--- src/rtl/unified_mem_arbiter.sv ---
// Arbitrates a single-port 64-bit backing memory between instruction fetch and data access.
// Handshake: a requester holds x_req until its one-cycle x_valid; m_req is held until the one-cycle m_ack.
module unified_mem_arbiter #(
  parameter int ADDR_W     = 64,
  parameter int DATA_W     = 64,
  parameter int STARVE_MAX = 4,
  parameter int TIMEOUT    = 255
) (
  input  logic              CLK,
  input  logic              resetl,
  input  logic              if_req,
  input  logic [ADDR_W-1:0] if_addr,
  output logic              if_valid,
  output logic [31:0]       if_rdata,
  output logic              if_stall,
  input  logic              d_req,
  input  logic              d_we,
  input  logic [ADDR_W-1:0] d_addr,
  input  logic [DATA_W-1:0] d_wdata,
  output logic              d_valid,
  output logic [DATA_W-1:0] d_rdata,
  output logic              d_stall,
  output logic              m_req,
  output logic              m_we,
  output logic [ADDR_W-1:0] m_addr,
  output logic [DATA_W-1:0] m_wdata,
  input  logic              m_ack,
  input  logic [DATA_W-1:0] m_rdata,
  output logic              timeout_err,
  output logic [2:0]        fsm_state
);

  typedef enum logic [2:0] {IDLE, BUSY_I, BUSY_D, RESP_I, RESP_D} state_t;

  localparam int SW = $clog2(STARVE_MAX + 1);
  localparam int TW = $clog2(TIMEOUT + 1);

  state_t            state;
  logic [SW-1:0]     starve_cnt;
  logic [TW-1:0]     tmo_cnt;
  logic              grant_d;
  logic              busy_done;
  logic [DATA_W-1:0] cap;

  // Data has priority unless fetch has already been passed over STARVE_MAX times.
  assign grant_d   = d_req && (!if_req || (starve_cnt != SW'(STARVE_MAX)));
  assign busy_done = m_ack || (tmo_cnt == TW'(TIMEOUT - 1));
  assign cap       = m_ack ? m_rdata : '0;

  // Stalls are gated by reset so they drop at once when resetl falls.
  assign if_stall  = resetl & if_req & ~if_valid;
  assign d_stall   = resetl & d_req & ~d_valid;
  assign fsm_state = state;

  always_ff @(posedge CLK or negedge resetl) begin
    if (!resetl) begin
      state       <= IDLE;
      starve_cnt  <= '0;
      tmo_cnt     <= '0;
      if_valid    <= 1'b0;
      if_rdata    <= '0;
      d_valid     <= 1'b0;
      d_rdata     <= '0;
      m_req       <= 1'b0;
      m_we        <= 1'b0;
      m_addr      <= '0;
      m_wdata     <= '0;
      timeout_err <= 1'b0;
    end else begin
      if_valid <= 1'b0;
      d_valid  <= 1'b0;
      case (state)
        IDLE: begin
          tmo_cnt <= '0;
          if (grant_d) begin
            state   <= BUSY_D;
            m_req   <= 1'b1;
            m_we    <= d_we;
            m_addr  <= d_addr;
            m_wdata <= d_wdata;
            if (!if_req)
              starve_cnt <= '0;
            else if (starve_cnt != SW'(STARVE_MAX))
              starve_cnt <= starve_cnt + SW'(1);
          end else if (if_req) begin
            state      <= BUSY_I;
            m_req      <= 1'b1;
            m_we       <= 1'b0;
            m_addr     <= if_addr;
            m_wdata    <= '0;
            starve_cnt <= '0;
          end else begin
            starve_cnt <= '0;
          end
        end
        BUSY_I, BUSY_D: begin
          if (busy_done) begin
            m_req <= 1'b0;
            if (!m_ack) timeout_err <= 1'b1;
            if (state == BUSY_I) begin
              // m_addr still holds the fetch address registered at grant.
              if_rdata <= m_addr[2] ? cap[63:32] : cap[31:0];
              if_valid <= 1'b1;
              state    <= RESP_I;
            end else begin
              if (!m_we) d_rdata <= cap;
              d_valid <= 1'b1;
              state   <= RESP_D;
            end
          end else begin
            tmo_cnt <= tmo_cnt + TW'(1);
          end
        end
        RESP_I, RESP_D: state <= IDLE;
        default:        state <= IDLE;
      endcase
    end
  end

endmodule

--- config.mk ---
export PLATFORM = sky130hd
export DESIGN_NAME = unified_mem_arbiter
export DESIGN_NICKNAME = d
export VERILOG_FILES = /design/src/rtl/unified_mem_arbiter.sv
export SDC_FILE = /design/constraint.sdc
export NUM_CORES = 1
export LEC_CHECK = 0
export CAP_MARGIN = 5
export CORE_AREA = 2 2 193 195
export DETAILED_ROUTE_END_ITERATION = 8
export DIE_AREA = 0 0 195 197
export PLACE_DENSITY = 0.72
export SLEW_MARGIN = 20
export SYNTH_ARGS = -nofsm -noshare
export SYNTH_HDL_FRONTEND = slang
export SYNTH_SLANG_ARGS = --single-unit
--- constraint.sdc ---
create_clock -name CLK -period 2.1 [get_ports CLK]
set_input_delay 0.315 -clock CLK [delete_from_list [all_inputs] [get_ports CLK]]
set_output_delay 0.315 -clock CLK [all_outputs]
set_load 0.1 [all_outputs]
; Word level (Yosys, flattened, before mapping)
; Cells that the tools add are included.
[totals]
reg_bits = 243
input_bits = 262
[op_classes]
n_addsub = 2
eq_ne = 8
mux = 28
bitwise = 9
n_reduce_logical = 16
[op_table]
columns = operator, n
row1 = $mux W64, 5
row2 = $mux W32, 1
row3 = $mux W3, 7
row4 = $pmux W8 S2, 1
row5 = $mux W1, 11
row6 = $reduce_and A3 Y1, 3
row7 = $add A8 B1 Y8 const B, 1
row8 = $eq A8 B8 Y1 const B, 1
row9 = $mux W8, 1
row10 = $reduce_and A2 Y1, 4
row11 = $ne A3 B3 Y1 const B, 2
row12 = $pmux W3 S2, 1
row13 = $not A1 Y1, 5
row14 = $and A1 B1 Y1, 4
row15 = $ne A2 B2 Y1 const B, 2
row16 = $reduce_and A4 Y1, 1
row17 = $reduce_bool A2 Y1, 2
row18 = $add A3 B1 Y3 const B, 1
row19 = $eq A3 B1 Y1 const B, 1
row20 = $eq A3 B2 Y1 const B, 1
row21 = $logic_not A3 Y1, 1
row22 = $ne A3 B2 Y1 const B, 1
row23 = $logic_or A1 B1 Y1, 2
row24 = $pmux W1 S2, 1
row25 = 3 further kinds, 3

; Longest topological paths before layout
; Gate-level depths: netlist (run 1).
[logic_depth]
depth_word = 5
depth_mapped = 8

; Least setup slack after synthesis (run 1)
; No wires, ideal clock.
[synth_path]
path_kind = reg-to-output
startpoint = reg d_valid
endpoint = out d_stall
arrival_ns = 2.144
required_ns = 1.785
setup_slack_ns = -0.359
stages_incl_launch_ff = 2
path_cell_list = dfrtp_1 nor2_1
[synth_via]
elab_chain_len = 2
[synth_rtl]
columns = item, line_no
row1 = from (decl), 20  ; output logic d_valid,
row2 = from (signal assigned), 62  ; d_valid <= 1'b0;
row3 = from (signal assigned), 71  ; d_valid <= 1'b0;
row4 = from (signal assigned), 107  ; d_valid <= 1'b1;
row5 = $not A1 Y1, 52  ; assign d_stall = resetl & d_req & ~d_valid;
row6 = $and A1 B1 Y1, 52
row7 = to (decl), 22  ; output logic d_stall,
; No other way between the ends.

; Worst setup path after layout (run 1)
[layout_path]
startpoint = reg tmo_cnt[0]
endpoint = reg d_rdata[24]
[layout_via]
elab_chain_len = 3
[layout_rtl]
columns = item, line_no
row1 = from (decl), 40  ; logic [TW-1:0] tmo_cnt;
row2 = from (signal assigned), 111  ; tmo_cnt <= tmo_cnt + TW'(1);
row3 = $eq A8 B8 Y1, 47  ; assign busy_done = m_ack || (tmo_cnt == TW'(TIMEOUT - 1));
row4 = $logic_or A1 B1 Y1, 47
row5 = $reduce_and A4 Y1 (no line), --
row6 = to (signal assigned), 106  ; if (!m_we) d_rdata <= cap;
row7 = to (decl), 21  ; output logic [DATA_W-1:0] d_rdata,
; No other way between the ends.
; A chain may end at the register's enable or synchronous reset.

==> flow_metrics.env, run 1 <==
export IMPL_cts_buffer_depth=3
export IMPL_ys_seq_elements=243
export IMPL_use_met2_pct=31.0
export IMPL_rows=70
export IMPL_drc_errors=0
export IMPL_drt_pre_antenna_iters=4
export IMPL_grt_pass1_wl_um=52800
export IMPL_area_delta_synth_final_pct=58.3
export IMPL_rsz0062_at_grt="no"
export IMPL_synth_avg_cell_area_um2=12.9
export IMPL_vias=8452
export IMPL_critical_path_peak_fanout=64
export IMPL_max_freq_mhz=530
export IMPL_die_area_um2=38400
export IMPL_cts_repair_resized=0
export IMPL_hold_ws_ns=0.187
export IMPL_cts_root_buf="clkbuf_16"
export IMPL_r2r_end="d_rdata[24]"
export IMPL_path_cells="inv_1, ha_1, nand3_1, o21bai_4, buf_4, nand2_2, buf_12, a22o_2"
export IMPL_synthTopCellsByArea="dfrtp_1 (59%), mux2i_1 (9.5%), a22o_1 (6.9%)"
export IMPL_drv_slew=0
export IMPL_drt_iter0_markers=308
export IMPL_drv_cap=0
export IMPL_netlist_cell_type_count=49
export IMPL_hold_violations=0
export IMPL_drtAntennaViolNets=0
export IMPL_startpoint_type="flip-flop"
export IMPL_hpwl_um=26100
export IMPL_cts_sinks=243
export IMPL_yosysTopAreaCell="dfrtp_1"
export IMPL_first_global_vias=8800
export IMPL_drive_gt1_share_pct=29.3
export IMPL_slew_limit_headroom_pct=52.4
export IMPL_crit_required_ns=2.53
export IMPL_grt_use_met1_pct=20.2
export IMPL_yosysTopAreaCellShare_pct=58.7
export IMPL_clk_latency_ns=0.55
export IMPL_end_kind="flip-flop"
export IMPL_skew_ns=0.0126
export IMPL_die_w_um=195
export IMPL_ys_warn_count=0
export IMPL_grt_max_degree=118
export IMPL_wirelength_um=34700
export IMPL_worst_setup_path_type="flip-flop to flip-flop"
export IMPL_initial_core_util_pct=28.6
export IMPL_cp_startpoint="tmo_cnt[0]"
export IMPL_gp_congestion=0.825
export IMPL_dpl_cell_area_um2=15300
export IMPL_grtUsageTotal_pct=17.5
export IMPL_grt_overflow=0
export IMPL_netlist_area_um2=10400
export IMPL_setup_viol=0
export IMPL_synth_edf_count=0
export IMPL_wl_per_cell_um=19.3
export IMPL_r2r_cells=8
export IMPL_cts_tree="done"
export IMPL_use_met3_pct=5.97
export IMPL_finalInstanceArea_um2=16400
export IMPL_r2r_slack_ns=0.21
export IMPL_status="complete, no violations"
export IMPL_arrival_ns=2.32
export IMPL_timing_final_crit_share_pct=89.8
export IMPL_netlist_instances=805
export IMPL_clk_pin_slew_ns=0.06
export IMPL_cpMaxStageDelayCell="dfrtp_1"
export IMPL_die_y_um=197
export IMPL_numCtsBuffers=28
export IMPL_h_tree_depth=1
export IMPL_top_usage_layer="met2"
export IMPL_synth_async_reset_ratio_pct=100
export IMPL_reg2reg_from="tmo_cnt[0]"
export IMPL_hold_class="input pin to async pin"
export IMPL_synth_flop_cell="dfrtp_1"
export IMPL_worst_pin_slew_ns=0.714
export IMPL_setup_worst_path_end="d_rdata[24]"
export IMPL_ios=496
export IMPL_syn_nets=1071
export IMPL_period_minus_slack_ns=1.89
export IMPL_core_area_um2=36300
export IMPL_viasPerCell=4.71
export IMPL_antenna_found_initial=3
export IMPL_ys_seq_area_share_pct=58.7
export IMPL_io_buffers=495
export IMPL_cp_slowest_stage_delay_ns=0.40
export IMPL_finalNetCount=1572
==> critical path, delay by kind of cell (launching register included) <==
kind	cells	cell delay [ns]
buf+inv	3	0.45
compound gates	2	0.48
fa+ha+maj	1	0.16
flops	1	0.40
simple gates	2	0.21
==> sequential cells by signal, indices dropped and copies added, names as in the netlist <==
name,flops
m_we,1
fsm_state,3
d_valid,1
m_req,1
tmo_cnt,8
d_rdata,64
timeout_err,1
m_addr,64
if_valid,1
m_wdata,64
starve_cnt,3
if_rdata,32
==> cells by family (layout without fill, tap and decap cells) <==
| logic type | after synthesis | count (layout) | share of synthesized area, % |
|---|---|---|---|
| buffers and inverters | 65 | 586 | 4.53 |
| muxes | 130 | 130 | 12.9 |
| adders and majority gates | 4 | 4 | 0.483 |
| DFF | 243 | 243 | 58.7 |
| and+or+nand+nor | 145 | 145 | 7.09 |
| other | 0 | 2 | 0 |
| xor gates and xnor gates | 2 | 2 | 0.169 |
| AOI/OAI and AO/OA | 216 | 216 | 16.1 |
==> worst min-delay path by stage <==
stage,to,cells past startpoint
global route,starve_cnt[0],2
finish,starve_cnt[2],2
detailed placement,starve_cnt[2],1
CTS,starve_cnt[2],2
global placement,starve_cnt[2],1
floorplan,d_rdata[0],0
==> cells in the mapped netlist, types with 2 or more instances <==
cell and number:
a221o_1 2, a22o_2 47, buf_2 19, buf_12 7, mux2i_1 98, buf_6 9
nand3_1 7, and2_1 2, mux2_1 29, nor2_2 2, nor2b_1 32, nor2_1 8
nor3_1 5, or3_1 2, a21oi_1 4, mux2_2 3, a22o_1 82, ha_1 4
o21ai_0 73, clkbuf_1 19, a31oi_1 2, inv_1 4, nand2_1 72, xnor2_1 2
buf_4 5, dfrtp_1 243
==> per-layer routing <==
metal / part of all wire (%) / vias to the layer above
met5: 0 / -
met4: 1.8 / 0
met3: 9.8 / 42
met2: 50 / 370
met1: 38 / 4102
li1: - / 3938
==> metrics by stage <==
| step | setup WS [ns] | util (%) | TNS (ns) | instances |
|---|---|---|---|---|
| floorplan | 0.0833 | - | 0 | 805 |
| global placement | 0.0453 | 42.3 | 0 | 1740 |
| detailed placement | -0.0771 | 42.3 | -1.13 | 1740 |
| CTS | 0.113 | 45.1 | 0 | 1791 |
| global route | 0.132 | 45.2 | 0 | 1794 |
| finish | 0.213 | 45.2 | 0 | 1796 |
==> layout make-up <==
type	instances	area [µm²]
fill	3350	19900
sequential	243	6090
timing repair buffer	532	4830
multi-input combinational	497	3840
clock buffer	35	778
tap	468	586
clock inverter	15	259
inverter	4	15.0
antenna	2	5.00
==> layout by cell type, fill, tap and decap left out, types with 3 or more instances in the layout <==
| cell type | count |
|---|---|
| clkdlybuf4s50_1 | 260 |
| buf_4 | 256 |
| dfrtp_1 | 239 |
| mux2i_1 | 98 |
| a22o_1 | 82 |
| o21ai_0 | 73 |
| nand2_1 | 70 |
| a22o_2 | 47 |
| nor2b_1 | 32 |
| mux2_1 | 29 |
| clkbuf_16 | 29 |
| buf_12 | 14 |
| nand3_1 | 7 |
| bufinv_16 | 7 |
| nor2_1 | 5 |
| nor3_1 | 5 |
| clkinv_2 | 5 |
| inv_1 | 4 |
| nor2_2 | 4 |
| a21oi_1 | 4 |
| ha_1 | 4 |
| dfrtp_2 | 4 |
| mux2_2 | 3 |
| clkbuf_1 | 3 |
| clkbuf_8 | 3 |
==> repair_timing <==
action	in CTS	in global routing
endpoints found under the setup margin	0	2
endpoints found under the hold margin	243	0
buffers inserted	0	3
hold buffers	1	0
Power of run 1 is left out: the tool's default activity adds up to more than one toggle a clock period on the data nets, which glitch-free logic cannot reach.
==> run 2, diff against run 1 <==
- SKIP_CTS_REPAIR_TIMING: default -> 1
==> flow_metrics.env, run 2 (synthesis results as in run 1) <==
export IMPL_rows=70
export IMPL_r2r_cells=8
export IMPL_r2r_slack_ns=0.22
export IMPL_gp_congestion=0.825
export IMPL_drv_slew=0
export IMPL_cpMaxStageDelayCell="dfrtp_1"
export IMPL_drt_pre_antenna_iters=4
export IMPL_die_w_um=195
export IMPL_finalNetCount=1572
export IMPL_vias=8448
export IMPL_max_freq_mhz=532
export IMPL_grt_max_degree=118
export IMPL_reg_largest_list="d_rdata x64, m_addr x64, m_wdata x64"
export IMPL_fillers=3350
export IMPL_wl_per_cell_um=19.3
export IMPL_first_global_vias=8797
export IMPL_h_tree_depth=1
export IMPL_viasPerCell=4.70
export IMPL_hold_ws_ns=0.188
export IMPL_period_minus_slack_ns=1.88
export IMPL_grt_overflow=0
export IMPL_io_buffers=495
export IMPL_layout_commonest_cell="clkdlybuf4s50_1"
export IMPL_grtUsageTotal_pct=17.5
export IMPL_cts_tree="done"
export IMPL_worst_setup_path_type="flip-flop to flip-flop"
export IMPL_end_kind="flip-flop"
export IMPL_arrival_ns=2.31
export IMPL_hold_class="input pin to async pin"
export IMPL_clk_pin_slew_ns=0.06
export IMPL_multi_input_area_um2=3840
export IMPL_area_delta_synth_final_pct=58.3
export IMPL_clk_latency_ns=0.55
export IMPL_worst_pin_slew_ns=0.710
export IMPL_hold_violations=0
export IMPL_regArea_um2=6090
export IMPL_skew_ns=0.0126
export IMPL_cts_sinks=243
export IMPL_drt_iter0_markers=308
export IMPL_numCtsBuffers=28
export IMPL_rsz0062_at_grt="no"
export IMPL_wirelength_um=34600
export IMPL_slew_limit_headroom_pct=52.7
export IMPL_drive_gt1_share_pct=29.3
export IMPL_initial_core_util_pct=28.6
export IMPL_status="complete, no violations"
export IMPL_die_y_um=197
export IMPL_crit_required_ns=2.53
export IMPL_path_cells="inv_1, ha_1, nand3_1, o21bai_4, buf_4, nand2_2, buf_12, a22o_2"
export IMPL_antenna_found_initial=3
export IMPL_setup_viol=0
export IMPL_grt_pass1_wl_um=52800
export IMPL_critical_path_peak_fanout=64
export IMPL_core_area_um2=36300
export IMPL_reg2reg_from="tmo_cnt[0]"
export IMPL_cp_slowest_stage_delay_ns=0.40
export IMPL_cts_root_buf="clkbuf_16"
export IMPL_r2r_end="d_rdata[24]"
export IMPL_timing_final_crit_share_pct=89.5
export IMPL_cts_buffer_depth=3
export IMPL_layout_common_cells="clkdlybuf4s50_1 (260), buf_4 (256), dfrtp_1 (239), mux2i_1 (98), a22o_1 (82)"
export IMPL_drc_errors=0
export IMPL_hpwl_um=26100
export IMPL_ios=496
export IMPL_startpoint_type="flip-flop"
export IMPL_drv_cap=0
export IMPL_drtAntennaViolNets=0
export IMPL_die_area_um2=38400
## run 2: cell counts in the layout (fill, tap and decap cells not counted)
No cell type changed its count.
## run 2: critical path, delay by kind of cell, from the launching register on
| kind | cells | cell delay [ns] |
|---|---|---|
| compound gates | 2 | 0.48 |
| buf+inv | 3 | 0.45 |
| flops | 1 | 0.40 |
| fa+ha+maj | 1 | 0.16 |
| simple gates | 2 | 0.21 |
## run 2: metal layers
metal	share of wire, %	track usage, %	wire length [µm]	vias up
met5	0	0	0	-
met4	1.8	4.30	631	0
met3	9.8	5.94	3400	49
met2	50	31.0	17400	376
met1	38	20.2	13200	4082
li1	-	-	-	3941
## run 2: how the worst max path moves through the flow
stage	start	end	cells after the start
floorplan	fsm_state[0]	d_rdata[3]	6
global placement	if_req	m_addr[59]	6
CTS	tmo_cnt[0]	if_rdata[24]	7
detailed placement	if_req	m_addr[52]	6
finish	tmo_cnt[0]	d_rdata[24]	8
global route	resetl	if_stall	5
## run 2: stage by stage
| step | instance area, µm² | util, % | std cells | setup WS (ns) | setup TNS, ns |
|---|---|---|---|---|---|
| floorplan | 10400 | - | 805 | 0.0833 | 0 |
| global placement | 15300 | 42.3 | 1740 | 0.0453 | 0 |
| detailed placement | 15300 | 42.3 | 1740 | -0.0771 | -1.13 |
| CTS | 16400 | 45.1 | 1790 | 0.113 | 0 |
| global route | 16400 | 45.2 | 1794 | 0.132 | 0 |
| finish | 16400 | 45.2 | 1796 | 0.221 | 0 |
## run 2: area by class of cell
class	instances	share of cell area (%)
multi-input combinational	497	23.4
timing repair buffer	532	29.5
sequential	243	37.1
clock inverter	15	1.58
antenna	2	0.0305
tap	468	3.57
clock buffer	35	4.75
inverter	4	0.0916
Power of run 2 is left out for the same reason.
==> run 3, diff against run 2 <==
- clock period: 2.1 -> 1.75 ns (I/O delays scaled with it)
==> flow_metrics.env, run 3 (synthesis results as in run 1) <==
export IMPL_status="finished, violations left"
export IMPL_violations="negative setup slack"
export IMPL_clk_latency_ns=0.54
export IMPL_vias=8902
export IMPL_layout_common_cells="clkdlybuf4s50_1 (260), buf_12 (254), dfrtp_1 (236), mux2i_1 (97), a22o_1 (82)"
export IMPL_hold_class="input pin to async pin"
export IMPL_drive_gt1_share_pct=34.8
export IMPL_first_global_vias=9148
export IMPL_period_minus_slack_ns=1.80
export IMPL_hpwl_um=27800
export IMPL_worst_setup_path_type="flip-flop to flip-flop"
export IMPL_die_w_um=195
export IMPL_cpMaxStageDelayCell="dfrtp_4"
export IMPL_layout_commonest_cell="clkdlybuf4s50_1"
export IMPL_antenna_found_initial=0
export IMPL_slew_limit_headroom_pct=41.0
export IMPL_regArea_um2=6090
export IMPL_r2r_end="d_rdata[7]"
export IMPL_rows=70
export IMPL_wl_per_cell_um=20.8
export IMPL_timing_final_crit_share_pct=103
export IMPL_core_area_um2=36300
export IMPL_crit_required_ns=2.23
export IMPL_drtAntennaViolNets=0
export IMPL_drv_cap=0
export IMPL_ios=496
export IMPL_cts_buffer_depth=3
export IMPL_multi_input_area_um2=4090
export IMPL_initial_core_util_pct=28.6
export IMPL_setup_tns_final_ns=-1.05
export IMPL_dr_max_layer_used="met4"
export IMPL_clk_pin_slew_ns=0.06
export IMPL_fillers=2912
export IMPL_drt_met1_wl_um=14700
export IMPL_grt_overflow=0
export IMPL_reg_largest_list="d_rdata x64, m_addr x64, m_wdata x64"
export IMPL_gp_congestion=0.826
export IMPL_viasPerCell=4.83
export IMPL_setup_viol=51
export IMPL_grt_pass1_wl_um=53800
export IMPL_cts_tree="done"
export IMPL_rsz0062_at_grt="yes"
export IMPL_path_cells="or3b_4, nor2_4, and2_4, clkbuf_16, a22o_2"
export IMPL_numCtsBuffers=29
export IMPL_reg2reg_from="fsm_state[0]"
export IMPL_r2r_cells=5
export IMPL_dr_wl_met3_um=2990
export IMPL_hold_violations=0
export IMPL_startpoint_type="flip-flop"
export IMPL_setup_ws_ns=-0.0498
export IMPL_die_area_um2=38400
export IMPL_drt_iter0_markers=389
export IMPL_antenna_cells=0
export IMPL_end_kind="flip-flop"
export IMPL_die_y_um=197
export IMPL_critical_path_peak_fanout=10
export IMPL_h_tree_depth=1
export IMPL_cts_root_buf="clkbuf_16"
export IMPL_wirelength_um=38400
export IMPL_drv_slew=0
export IMPL_cp_slowest_stage_delay_ns=0.47
export IMPL_route_met2_wl_um=19000
export IMPL_area_delta_synth_final_pct=94.5
export IMPL_finalNetCount=1618
export IMPL_grt_max_degree=123
export IMPL_grtUsageTotal_pct=17.9
export IMPL_skew_ns=0.00777
export IMPL_worst_pin_slew_ns=0.886
export IMPL_cts_sinks=243
export IMPL_io_buffers=495
export IMPL_r2r_slack_ns=-0.05
export IMPL_drc_errors=0
export IMPL_max_freq_mhz=556
export IMPL_drt_pre_antenna_iters=4
export IMPL_arrival_ns=2.28
==> run 3: cell count changes in the layout (fill, tap and decap cells not counted), moves of 8 or more <==
cell,delta
buf_12,+240
buf_4,-216
o21ai_0,-64
o21ai_1,+64
mux2_1,-29
mux2_4,+29
buf_6,+10
clkbuf_16,+8
==> run 3: how the worst max path moves through the flow <==
stage | startpoint | to | slack, ns
after detailed placement | if_req | m_addr[38] | -0.22
final | fsm_state[0] | d_rdata[7] | -0.05
after CTS | m_addr[2] | m_addr[2] | -0.15
after global routing | fsm_state[0] | d_rdata[7] | -0.09
after floorplan | fsm_state[0] | d_rdata[39] | -0.19
after global placement | if_req | m_addr[40] | -0.16
==> run 3: critical path: cells and delay by family (launching register included) <==
family / cells / cell delay, ns
buffers and inverters: 1 / 0.21
AOI/OAI and AO/OA: 1 / 0.16
and+or+nand+nor: 3 / 0.90
DFF: 1 / 0.47
==> run 3: routing by layer <==
layer	up-vias	global-route usage, %
li1	4038	-
met1	4362	20.8
met2	423	31.2
met3	79	5.03
met4	0	7.49
met5	-	0
==> run 3: area by class of cell <==
type | instances | share of cell area, %
inverters | 4 | 0.0745
multi-input cells | 499 | 20.3
well taps | 468 | 2.91
clock inverters | 18 | 1.15
flip-flops and latches | 243 | 30.2
repair buffers | 575 | 41.4
clock buffers | 35 | 3.91
==> run 3: stage by stage <==
step / hold slack [ns] / cell area, µm² / setup WS [ns] / instances / util (%)
2_1_floorplan: -0.0331 / 10500 / -0.194 / 805 / -
3_5_place_dp: 0.0701 / 18500 / -0.222 / 1764 / 51.0
5_1_grt: 0.124 / 20200 / -0.0888 / 1842 / 55.6
3_3_place_gp: 0.0699 / 18500 / -0.158 / 1764 / 51.0
6_report: 0.136 / 20200 / -0.0498 / 1842 / 55.6
4_1_cts: -0.521 / 19500 / -0.154 / 1817 / 53.8
Power of run 3 is left out for the same reason.
